===== config.mk =====
export PLATFORM = sky130hd
export DESIGN_NAME = bram_dma_copier_flat
export DESIGN_NICKNAME = d
export VERILOG_FILES = /design/src/rtl/bram_dma_pkg.sv /design/src/rtl/bram_dma_copier_if.sv /design/src/rtl/bram_dma_copier.sv /design/src/flat_wrapper.sv
export SDC_FILE = /design/constraint.sdc
export NUM_CORES = 1
export LEC_CHECK = 0
export CORE_ASPECT_RATIO = 1.5
export CORE_UTILIZATION = 46
export DETAILED_ROUTE_END_ITERATION = 10
export PLACE_DENSITY = 0.82
export SLEW_MARGIN = 40
export SYNTH_ARGS = -nofsm -noshare
export SYNTH_HDL_FRONTEND = slang
export SYNTH_SLANG_ARGS = --single-unit

===== constraint.sdc =====
create_clock -name clk -period 1.95 [get_ports clk]
set_input_delay 0.2925 -clock clk [delete_from_list [all_inputs] [get_ports clk]]
set_output_delay 0.2925 -clock clk [all_outputs]
set_load 0.1 [all_outputs]

===== src/rtl/bram_dma_pkg.sv =====
// Shared types and widths for the BRAM DMA copier and its bench.
package bram_dma_pkg;

  localparam int DMA_ADDR_W = 16;
  localparam int DMA_DATA_W = 8;

  typedef enum logic [2:0] {
    S_IDLE    = 3'd0,
    S_RD_REQ  = 3'd1,
    S_RD_WAIT = 3'd2,
    S_WR      = 3'd3,
    S_REL     = 3'd4,
    S_FIN     = 3'd5
  } state_t;

endpackage


===== src/rtl/bram_dma_copier_if.sv =====
// Initiator-side port of the 64KB BRAM responder.
interface bram_dma_copier_if;
  import bram_dma_pkg::*;

  // Handshake: the initiator holds mem_cs (mem_we=0) with a stable mem_addr until the
  // responder raises mem_dr alongside valid mem_din; dropping mem_cs clears mem_dr.
  // A write is a single cycle of mem_cs=1, mem_we=1 with mem_addr/mem_dout valid.
  logic                  mem_cs;
  logic                  mem_we;
  logic [DMA_ADDR_W-1:0] mem_addr;
  logic [DMA_DATA_W-1:0] mem_dout;
  logic [DMA_DATA_W-1:0] mem_din;
  logic                  mem_dr;

  modport master (
    output mem_cs, mem_we, mem_addr, mem_dout,
    input  mem_din, mem_dr
  );

  modport slave (
    input  mem_cs, mem_we, mem_addr, mem_dout,
    output mem_din, mem_dr
  );

endinterface


===== src/rtl/bram_dma_copier.sv =====
// Byte-wise BRAM copier: read, write, release per byte with a read timeout abort.
// Defining BRAM_DMA_FILL_EN adds fill/fill_val for a write-only constant fill mode.
module bram_dma_copier
  import bram_dma_pkg::*;
#(
  parameter int TIMEOUT_CYCLES = 8
) (
  input  logic                  clk,
  input  logic                  rst_n,
  input  logic [DMA_ADDR_W-1:0] src_addr,
  input  logic [DMA_ADDR_W-1:0] dst_addr,
  input  logic [DMA_ADDR_W-1:0] len,
  input  logic                  start,
`ifdef BRAM_DMA_FILL_EN
  input  logic                  fill,
  input  logic [DMA_DATA_W-1:0] fill_val,
`endif
  output logic                  busy,
  output logic                  done,
  output logic                  err,
  output state_t                dbg_state,
  bram_dma_copier_if.master     mem
);

  localparam int WAIT_W = $clog2(TIMEOUT_CYCLES + 1);

  state_t                state_q, state_d;
  logic [DMA_ADDR_W-1:0] src_q, src_d;
  logic [DMA_ADDR_W-1:0] dst_q, dst_d;
  logic [DMA_ADDR_W-1:0] rem_q, rem_d;
  logic [DMA_DATA_W-1:0] data_q, data_d;
  logic [WAIT_W-1:0]     wait_q, wait_d;
  logic                  err_q, err_d;
`ifdef BRAM_DMA_FILL_EN
  logic                  fill_q, fill_d;
`endif

  always_ff @(posedge clk or negedge rst_n) begin
    if (!rst_n) begin
      state_q <= S_IDLE;
      src_q   <= '0;
      dst_q   <= '0;
      rem_q   <= '0;
      data_q  <= '0;
      wait_q  <= '0;
      err_q   <= 1'b0;
`ifdef BRAM_DMA_FILL_EN
      fill_q  <= 1'b0;
`endif
    end else begin
      state_q <= state_d;
      src_q   <= src_d;
      dst_q   <= dst_d;
      rem_q   <= rem_d;
      data_q  <= data_d;
      wait_q  <= wait_d;
      err_q   <= err_d;
`ifdef BRAM_DMA_FILL_EN
      fill_q  <= fill_d;
`endif
    end
  end

  always_comb begin
    state_d = state_q;
    src_d   = src_q;
    dst_d   = dst_q;
    rem_d   = rem_q;
    data_d  = data_q;
    wait_d  = wait_q;
    err_d   = err_q;
`ifdef BRAM_DMA_FILL_EN
    fill_d  = fill_q;
`endif
    unique case (state_q)
      S_IDLE: begin
        if (start) begin
          src_d  = src_addr;
          dst_d  = dst_addr;
          rem_d  = len;
          wait_d = '0;
          err_d  = 1'b0;
`ifdef BRAM_DMA_FILL_EN
          fill_d = fill;
          data_d = fill ? fill_val : data_q;
          if (len == '0)  state_d = S_FIN;
          else if (fill)  state_d = S_WR;
          else            state_d = S_RD_REQ;
`else
          state_d = (len == '0) ? S_FIN : S_RD_REQ;
`endif
        end
      end
      S_RD_REQ: begin
        wait_d  = '0;
        state_d = S_RD_WAIT;
      end
      S_RD_WAIT: begin
        if (mem.mem_dr) begin
          data_d  = mem.mem_din;
          state_d = S_WR;
        end else begin
          wait_d = wait_q + 1'b1;
          // Abort without writing: the byte never arrived.
          if (wait_d == WAIT_W'(TIMEOUT_CYCLES)) begin
            err_d   = 1'b1;
            state_d = S_FIN;
          end
        end
      end
      S_WR: state_d = S_REL;
      S_REL: begin
        src_d = src_q + 1'b1;
        dst_d = dst_q + 1'b1;
        rem_d = rem_q - 1'b1;
        if (rem_q == DMA_ADDR_W'(1)) state_d = S_FIN;
`ifdef BRAM_DMA_FILL_EN
        else if (fill_q)             state_d = S_WR;
`endif
        else                         state_d = S_RD_REQ;
      end
      S_FIN:   state_d = S_IDLE;
      default: state_d = S_IDLE;
    endcase
  end

  // Outputs decode from state alone, so an async reset clears them immediately.
  always_comb begin
    busy         = (state_q != S_IDLE);
    done         = (state_q == S_FIN);
    err          = err_q;
    dbg_state    = state_q;
    mem.mem_cs   = 1'b0;
    mem.mem_we   = 1'b0;
    mem.mem_addr = '0;
    mem.mem_dout = '0;
    unique case (state_q)
      S_RD_REQ, S_RD_WAIT: begin
        mem.mem_cs   = 1'b1;
        mem.mem_addr = src_q;
      end
      S_WR: begin
        mem.mem_cs   = 1'b1;
        mem.mem_we   = 1'b1;
        mem.mem_addr = dst_q;
        mem.mem_dout = data_q;
      end
      default: ;
    endcase
  end

endmodule


===== src/flat_wrapper.sv =====
// flat-port wrapper written by rule: the top's interface ports become plain ports
module bram_dma_copier_flat import bram_dma_pkg::*;
#(
  parameter int TIMEOUT_CYCLES = 8
)
  (clk, rst_n, src_addr, dst_addr, len, start, busy, done, err, dbg_state, mem_mem_cs, mem_mem_we, mem_mem_addr, mem_mem_dout, mem_mem_din, mem_mem_dr);
  bram_dma_copier_if mem_i ();
  input  logic clk;
  input  logic rst_n;
  input  logic [DMA_ADDR_W-1:0] src_addr;
  input  logic [DMA_ADDR_W-1:0] dst_addr;
  input  logic [DMA_ADDR_W-1:0] len;
  input  logic start;
  output logic busy;
  output logic done;
  output logic err;
  output state_t dbg_state;
  output wire logic [$bits(mem_i.mem_cs)-1:0] mem_mem_cs;
  output wire logic [$bits(mem_i.mem_we)-1:0] mem_mem_we;
  output wire logic [$bits(mem_i.mem_addr)-1:0] mem_mem_addr;
  output wire logic [$bits(mem_i.mem_dout)-1:0] mem_mem_dout;
  input wire logic [$bits(mem_i.mem_din)-1:0] mem_mem_din;
  input wire logic [$bits(mem_i.mem_dr)-1:0] mem_mem_dr;
  assign mem_mem_cs = mem_i.mem_cs;
  assign mem_mem_we = mem_i.mem_we;
  assign mem_mem_addr = mem_i.mem_addr;
  assign mem_mem_dout = mem_i.mem_dout;
  assign mem_i.mem_din = mem_mem_din;
  assign mem_i.mem_dr = mem_mem_dr;
  bram_dma_copier #(.TIMEOUT_CYCLES(TIMEOUT_CYCLES)) u_core (.clk(clk), .rst_n(rst_n), .src_addr(src_addr), .dst_addr(dst_addr), .len(len), .start(start), .busy(busy), .done(done), .err(err), .dbg_state(dbg_state), .mem(mem_i));
endmodule

==> flow_summary.ini, run 1 <==
[place]
dp_cells = 688
dpl_cell_area_sq_mm = 0.00600
io_buffers = 91
place_hpwl_um = 9930
gp_congestion = 0.926

[critical_path]
cp_max_fo = 8
critical_path_arrival_ns = 1.86
cp_cell_sequence = buf_6 -> nand2b_4 -> a21oi_4 -> buf_12 -> a22o_4 -> buf_12
criticalPathCategory = reg2out
critPathRequiredTime_ns = 1.66
r2r_start = u_core.dst_q[8]
worst_path_largest_cell_delay_ns = 0.49
crit_slowest_cell = dfrtp_4
critPathMostFrequentCell = buf_12
regToRegSetupSlack_ns = -0.13
startpoint = u_core.dbg_state[1]
regToRegEndpoint = u_core.dst_q[15]
reg2regPathDepth = 4
worst_setup_path_end_kind = output port
crit_path_start_kind = register

[yosys]
synth_warnings = 0
ys_seq_elements = 64
synth_edf_count = 0
async_reset_ff_share_pct = 100
synth_cells = 468
synthFlopType = dfrtp_1
synth_area_per_cell_sq_um = 8.72
synth_nets = 533
mappedNetlistArea_sq_mm = 0.00408
ys_types = 58
ys_seq_area_share_pct = 39.3

[floorplan]
initial_core_util_pct = 47.9
num_rows = 41
die_w_um = 78.9
dieArea_sq_mm = 0.00926
ios = 92
die_h_um = 117
core_area_sq_mm = 0.00852

[cells_and_area]
diodes = 0
syn_to_final_growth_pct = 61.6
final_area_sq_mm = 0.00659
nNetsFinal = 673
final_cell_count_no_fill = 720
drive_above_1_share_pct = 31.2

[hold_path]
hold_class = in2async

[run_status]
violations = negative setup slack
status = complete, but fails checks

[sta]
hold_viol = 0
whs_ns = 0.434
timing.final.ws_setup_ns = -0.201
rsz0062_at_grt = true
setup_viol = 28
tightest_slew_ns = 0.631
max_slew_margin_pct = 57.4
period_needed_ns = 2.15
slew_viol_final = 0
post-route-period-util_pct = 110
max_freq_ghz = 0.465
skew_ns = 0.00718

[global_routing]
grt_overflow = 0
grtUsageTotal_pct = 33.3
first_global_vias = 4719
grt_first_pass_wirelength_um = 23700
antenna_found_initial = 0
grt_max_degree = 49

[run]
drv_cap = 0

[route]
vias_per_cell = 6.77
drc = 0
ant_nets = 0
wire_per_inst_um = 22.0
drt_iter0_drc = 502
dr.pass1.iters = 5
vias = 4876
routed_wl_um = 15900

[clocking]
insertion_delay_ns = 0.34
clock_sinks = 64
htree_levels = 3
cts_tree = done
root_buffer = clkbuf_16
cts.clk_slew.worst_paths_ns = 0.06
numCtsBuffers = 9
clockBufferDepth = 2
==> timing repair <==
action,4_1_cts,5_1_grt
buffers inserted,6,8
endpoints found under the setup margin,49,45
resized for setup,13,21
cloned,1,2
hold buffers,1,0
pin swaps,4,14
endpoints found under the hold margin,16,0
==> registers in the layout, indices dropped and copies added, names as in the netlist <==
signal / count
u_core.data_q: 8
u_core.dbg_state: 3
u_core.dst_q: 16
u_core.err: 1
u_core.rem_q: 16
u_core.src_q: 16
u_core.wait_q: 4
==> per-layer routing <==
| metal | wire length, um | global-route usage, % | vias up |
|---|---|---|---|
| met1 | 5840 | 40.3 | 2363 |
| met5 | 0 | 0 | - |
| li1 | - | - | 2089 |
| met2 | 7870 | 54.3 | 345 |
| met4 | 851 | 20.6 | 0 |
| met3 | 1290 | 5.37 | 79 |
==> how the worst max path moves through the flow <==
stage                                  end  slack (ns)
final                      mem_mem_addr[2]       -0.20
after global routing       mem_mem_addr[2]       -0.21
after CTS                  mem_mem_addr[2]       -0.19
after detailed placement  u_core.src_q[11]       -0.20
after global placement    u_core.src_q[11]       -0.20
after floorplan           mem_mem_addr[10]       -0.12
==> cell type report <==
cell class | count | area (sq um)
multi-input combinational | 357 | 2580
fill | 546 | 1920
timing repair buffer | 168 | 1910
sequential | 64 | 1610
clock buffer | 9 | 225
tap | 107 | 134
clock inverter | 7 | 96.3
inverter | 8 | 30.0
==> metrics by stage <==
step / setup WS, ns / util, % / TNS (ns)
detailed placement: -0.198 / 70.4 / -4.93
global placement: -0.203 / 70.4 / -4.08
global route: -0.213 / 77.4 / -4.42
floorplan: -0.119 / - / -2.17
finish: -0.201 / 77.4 / -4.05
CTS: -0.192 / 75.9 / -4.90
==> critical path, delay by kind of cell, from the launching register on <==
kind / cells / cell delay [ns]
and+or+nand+nor: 1 / 0.14
AOI/OAI and AO/OA: 2 / 0.40
buffers and inverters: 3 / 0.48
DFF: 1 / 0.49
==> cells in the mapped netlist (2+ instances only) <==
cell type / number / area [sq um]
dfrtp_1: 64 / 1600
nor2_1: 36 / 135
a21oi_1: 34 / 170
clkbuf_1: 27 / 101
nand2_1: 26 / 97.6
nand3_1: 24 / 120
o22ai_1: 22 / 138
nor3_1: 19 / 95.1
a22o_1: 18 / 158
o21ai_0: 17 / 85.1
nand4_1: 16 / 100
and3_1: 12 / 75.1
o22a_1: 11 / 96.3
mux2_2: 9 / 101
nor4_1: 9 / 56.3
and2_1: 8 / 50.1
inv_1: 8 / 30.0
a211oi_1: 7 / 52.6
mux2i_1: 7 / 70.1
o211ai_1: 7 / 52.6
a311oi_1: 6 / 52.6
nand2b_1: 6 / 37.5
buf_2: 5 / 25.0
ha_1: 5 / 62.6
or4_1: 5 / 37.5
buf_1: 4 / 15.0
or3_1: 4 / 25.0
and4_1: 3 / 26.3
clkbuf_2: 3 / 15.0
o221ai_1: 3 / 26.3
o311ai_0: 3 / 26.3
xor2_1: 3 / 26.3
a21o_1: 2 / 15.0
a31oi_1: 2 / 12.5
nand3b_1: 2 / 15.0
nor2b_1: 2 / 12.5
nor3b_1: 2 / 15.0
o21a_1: 2 / 15.0
o221a_2: 2 / 22.5
o31a_1: 2 / 17.5
o32ai_1: 2 / 17.5
or2_2: 2 / 12.5
xnor2_1: 2 / 17.5
==> logic make-up after synthesis <==
logic type      Yosys count  share of synthesized area, %
simple gates            182                          23.9
compound gates          149                          25.4
flops                    64                          39.3
buf+inv                  47                          4.57
mux                      16                          4.20
xor+xnor                  5                          1.07
fa+ha+maj                 5                          1.53
==> layout by cell type, fill, tap and decap left out, types with 17 or more instances in the layout <==
cell type / n
a21oi_1: 33
buf_12: 35
buf_4: 60
clkdlybuf4s50_1: 58
dfrtp_1: 61
nand2_1: 26
nand3_1: 24
nor2_1: 33
nor3_1: 17
o22ai_1: 22
Power of run 1 is left out: the tool's default activity adds up to more than one toggle a clock period on the data nets, which glitch-free logic cannot reach.
==> inputs of run 2 (changes only) <==
--- a/config.mk
+++ b/config.mk
@@ -9,6 +9,7 @@
 export CORE_UTILIZATION = 46
 export DETAILED_ROUTE_END_ITERATION = 10
 export PLACE_DENSITY = 0.82
+export RECOVER_POWER = 25
 export SLEW_MARGIN = 40
 export SYNTH_ARGS = -nofsm -noshare
 export SYNTH_HDL_FRONTEND = slang
==> flow_summary.ini, run 2 (same netlist as run 1, synthesis figures left out) <==
[run_status]
status = complete, but fails checks
violations = negative setup slack

[sta]
skew_ns = 0.00753
timing.final.ws_setup_ns = -0.201
max_freq_ghz = 0.465
post-route-period-util_pct = 110
slew_viol_final = 0
max_slew_margin_pct = 32.6
period_needed_ns = 2.15
hold_viol = 0
tightest_slew_ns = 1.01
rsz0062_at_grt = true
setup_viol = 28
fin_tns_setup_ns = -4.11

[floorplan]
die_w_um = 78.9
num_rows = 41
core_area_sq_mm = 0.00852
ios = 92
die_h_um = 117
dieArea_sq_mm = 0.00926
initial_core_util_pct = 47.9

[critical_path]
crit_path_start_kind = register
cp_cell_sequence = buf_6 -> nand2b_4 -> a21oi_4 -> buf_12 -> a22o_4 -> buf_12
worst_setup_path_end_kind = output port
cp_max_fo = 8
reg2regPathDepth = 4
critPathRequiredTime_ns = 1.66
worstSetupEndpoint = mem_mem_addr[2]
r2r_start = u_core.dst_q[8]
crit_slowest_cell = dfrtp_4
criticalPathCategory = reg2out
regToRegEndpoint = u_core.dst_q[15]
startpoint = u_core.dbg_state[1]
critical_path_arrival_ns = 1.86
worst_path_largest_cell_delay_ns = 0.49
critPathMostFrequentCell = buf_12
regToRegSetupSlack_ns = -0.13

[cells_and_area]
drive_above_1_share_pct = 31.0
final_common_cell = dfrtp_1
most-common-layout-cells = dfrtp_1 (61), buf_4 (60), clkdlybuf4s50_1 (58), buf_12 (34)
diodes = 0
nNetsFinal = 673
reg.largest.list = u_core.dst_q (16), u_core.rem_q (16), u_core.src_q (16)
syn_to_final_growth_pct = 61.3
final_area_sq_mm = 0.00658

[place]
io_buffers = 91
gp_congestion = 0.926
place_hpwl_um = 9930
dpl_cell_area_sq_mm = 0.00600

[clocking]
root_buffer = clkbuf_16
numCtsBuffers = 9
clock_sinks = 64
clockBufferDepth = 2
insertion_delay_ns = 0.34
cts_tree = done
htree_levels = 3
cts.clk_slew.worst_paths_ns = 0.06

[global_routing]
first_global_vias = 4719
grt_first_pass_wirelength_um = 23700
grtUsageTotal_pct = 33.3
grt_max_degree = 49
grt_overflow = 0
antenna_found_initial = 0

[route]
wire_per_inst_um = 22.0
ant_nets = 0
routed_wl_um = 15900
vias_per_cell = 6.77
drc = 0
drt_iter0_drc = 502
vias = 4874
dr.pass1.iters = 6

[run]
drv_cap = 0

[hold_path]
hold_class = reg2reg
==> run 2: cell count changes in the layout (fill, tap and decap cells not counted) <==
cell and change:
buf_12 -1, buf_2 -1, buf_6 +1, clkbuf_1 +1
==> run 2: worst min path at each step <==
stage	from	depth (start not counted)	end
floorplan	rst_n	0	u_core.data_q[0]
global placement	rst_n	1	u_core.rem_q[6]
detailed placement	rst_n	1	u_core.rem_q[6]
CTS	rst_n	2	u_core.rem_q[6]
global route	u_core.data_q[5]	1	u_core.data_q[5]
finish	u_core.data_q[4]	1	u_core.data_q[4]
==> run 2: metal layers <==
| metal | vias to the layer above | track usage [%] | part of all wire (%) | wire length (um) |
|---|---|---|---|---|
| li1 | 2089 | - | - | - |
| met1 | 2379 | 40.3 | 37 | 5890 |
| met2 | 327 | 54.3 | 50 | 7900 |
| met3 | 79 | 5.37 | 7.7 | 1220 |
| met4 | 0 | 20.6 | 5.4 | 849 |
| met5 | - | 0 | 0 | 0 |
==> run 2: final cells by class <==
class,instances,area (sq um)
well taps,107,134
clock buffers,9,225
inverters,8,30.0
fillers,548,1930
multi-input cells,357,2580
flip-flops and latches,64,1610
repair buffers,168,1900
clock inverters,7,96.3
==> run 2: critical path: cells and delay by family (launching register included) <==
| kind | cells | cell delay, ns |
|---|---|---|
| DFF | 1 | 0.49 |
| AOI/OAI and AO/OA | 2 | 0.40 |
| and+or+nand+nor | 1 | 0.14 |
| buffers and inverters | 3 | 0.48 |
==> run 2: stage by stage <==
step / utilization [%] / hold WS [ns] / worst slack (ns) / instances
CTS: 75.9 / 0.439 / -0.192 / 712
global placement: 70.4 / 0.251 / -0.203 / 688
detailed placement: 70.4 / 0.257 / -0.198 / 688
finish: 77.3 / 0.514 / -0.201 / 720
floorplan: - / -0.00309 / -0.119 / 468
global route: 77.3 / 0.532 / -0.213 / 720
==> run 2: repair_timing <==
item,4_1_cts,5_1_grt
hold buffers,1,0
endpoints found under the hold margin,16,0
pin swaps,4,14
resized for setup,13,21
buffers inserted,6,8
setup endpoints to repair,49,45
gates cloned,1,2
Power of run 2 is left out for the same reason.
==> inputs of run 3 (changes only) <==
--- a/config.mk
+++ b/config.mk
@@ -10,6 +10,7 @@
 export DETAILED_ROUTE_END_ITERATION = 10
 export PLACE_DENSITY = 0.82
 export RECOVER_POWER = 25
+export SKIP_LAST_GASP = 1
 export SLEW_MARGIN = 40
 export SYNTH_ARGS = -nofsm -noshare
 export SYNTH_HDL_FRONTEND = slang
==> flow_summary.ini, run 3 (same netlist as run 1, synthesis figures left out) <==
[global_routing]
grt_first_pass_wirelength_um = 23700
grt_max_degree = 49
first_global_vias = 4719
grtUsageTotal_pct = 33.3
grt_overflow = 0
antenna_found_initial = 0

[cells_and_area]
syn_to_final_growth_pct = 62.1
final_common_cell = dfrtp_1
most-common-layout-cells = dfrtp_1 (61), buf_4 (59), clkdlybuf4s50_1 (58), buf_12 (34), a21oi_1 (33)
diodes = 0
final_cell_count_no_fill = 721
nNetsFinal = 674
reg.largest.list = u_core.dst_q (16), u_core.rem_q (16), u_core.src_q (16)
drive_above_1_share_pct = 31.1

[floorplan]
die_w_um = 78.9
num_rows = 41
dieArea_sq_mm = 0.00926
die_h_um = 117
ios = 92
initial_core_util_pct = 47.9
core_area_sq_mm = 0.00852

[clocking]
root_buffer = clkbuf_16
cts.clk_slew.worst_paths_ns = 0.06
clockBufferDepth = 2
clock_sinks = 64
htree_levels = 3
insertion_delay_ns = 0.34
cts_tree = done
numCtsBuffers = 9

[sta]
rsz0062_at_grt = true
max_slew_margin_pct = 31.9
hold_viol = 0
slew_viol_final = 0
max_freq_ghz = 0.464
setup_viol = 30
period_needed_ns = 2.16
post-route-period-util_pct = 111
timing.final.ws_setup_ns = -0.206
skew_ns = 0.00814
tightest_slew_ns = 1.02

[hold_path]
min_path_cells = 1
min_to = u_core.data_q[5]
hold_class = reg2reg
min-delay-start = u_core.data_q[5]

[critical_path]
reg2regPathDepth = 5
critPathRequiredTime_ns = 1.66
cp_cell_sequence = buf_6 -> nand2b_4 -> a21oi_4 -> buf_12 -> a22o_4 -> buf_12
regToRegEndpoint = u_core.src_q[13]
cp_max_fo = 8
r2r_start = u_core.dbg_state[0]
regToRegSetupSlack_ns = -0.18
worst_path_largest_cell_delay_ns = 0.49
crit_family = flip-flops
worst_setup_path_end_kind = output port
crit_buf_inv = 3
crit_slowest_cell = dfrtp_4
criticalPathCategory = reg2out
crit_path_start_kind = register
critical_path_arrival_ns = 1.86
critPathMostFrequentCell = buf_12

[run]
drv_cap = 0

[route]
vias = 4799
vias_per_cell = 6.66
routed_wl_um = 15800
wire_per_inst_um = 22.0
drc = 0
dr.pass1.iters = 5
drt_iter0_drc = 619
ant_nets = 0

[run_status]
violations = negative setup slack
status = complete, but fails checks

[place]
dp_cells = 688
place_hpwl_um = 9930
gp_congestion = 0.926
io_buffers = 91
## run 3: changes by cell type in the layout (fill, tap and decap cells not counted), sizes merged
cell / delta
clkbuf: +1
## run 3: worst max path at each step
stage	from	end	slack, ns	depth (start not counted)
floorplan	u_core.dbg_state[1]	mem_mem_addr[10]	-0.12	5
global placement	start	u_core.src_q[11]	-0.20	6
detailed placement	start	u_core.src_q[11]	-0.20	6
CTS	u_core.dbg_state[0]	mem_mem_addr[2]	-0.19	7
global route	u_core.dbg_state[0]	u_core.src_q[13]	-0.26	5
finish	u_core.dbg_state[1]	mem_mem_addr[2]	-0.21	6
## run 3: what timing repair did
item | in CTS | in global routing
endpoints found under the hold margin | 16 | 0
hold buffers | 1 | 0
setup endpoints to repair | 49 | 47
pin swaps | 4 | 16
cloned | 1 | 3
gates resized for setup | 12 | 24
buffers inserted | 6 | 8
## run 3: per-stage QoR
step                      area, sq um  setup slack (ns)  TNS (ns)  hold WS, ns  util [%]
after global routing             6610            -0.260     -5.12        0.532      77.7
after global placement           6000            -0.203     -4.08        0.251      70.4
after detailed placement         6000            -0.198     -4.93        0.257      70.4
after floorplan                  4400            -0.119     -2.17     -0.00309         -
after CTS                        6460            -0.192     -4.97        0.439      75.9
final                            6610            -0.206     -4.25        0.517      77.7
## run 3: metal layers
metal | vias to the layer above | GRT usage, % | part of all wire (%)
met5 | - | 0 | 0
met4 | 0 | 20.6 | 5.4
met3 | 73 | 5.37 | 7.1
met2 | 316 | 54.3 | 50
met1 | 2322 | 40.2 | 38
li1 | 2088 | - | -
## run 3: area by class of cell
| cell class | instances | area [sq um] |
|---|---|---|
| Fill cell | 541 | 1900 |
| Sequential cell | 64 | 1610 |
| Clock buffer | 9 | 225 |
| Clock inverter | 7 | 96.3 |
| Tap cell | 107 | 134 |
| Inverter | 8 | 30.0 |
| Timing Repair Buffer | 169 | 1940 |
| Multi-Input combinational cell | 357 | 2580 |
Power of run 3 is left out for the same reason.
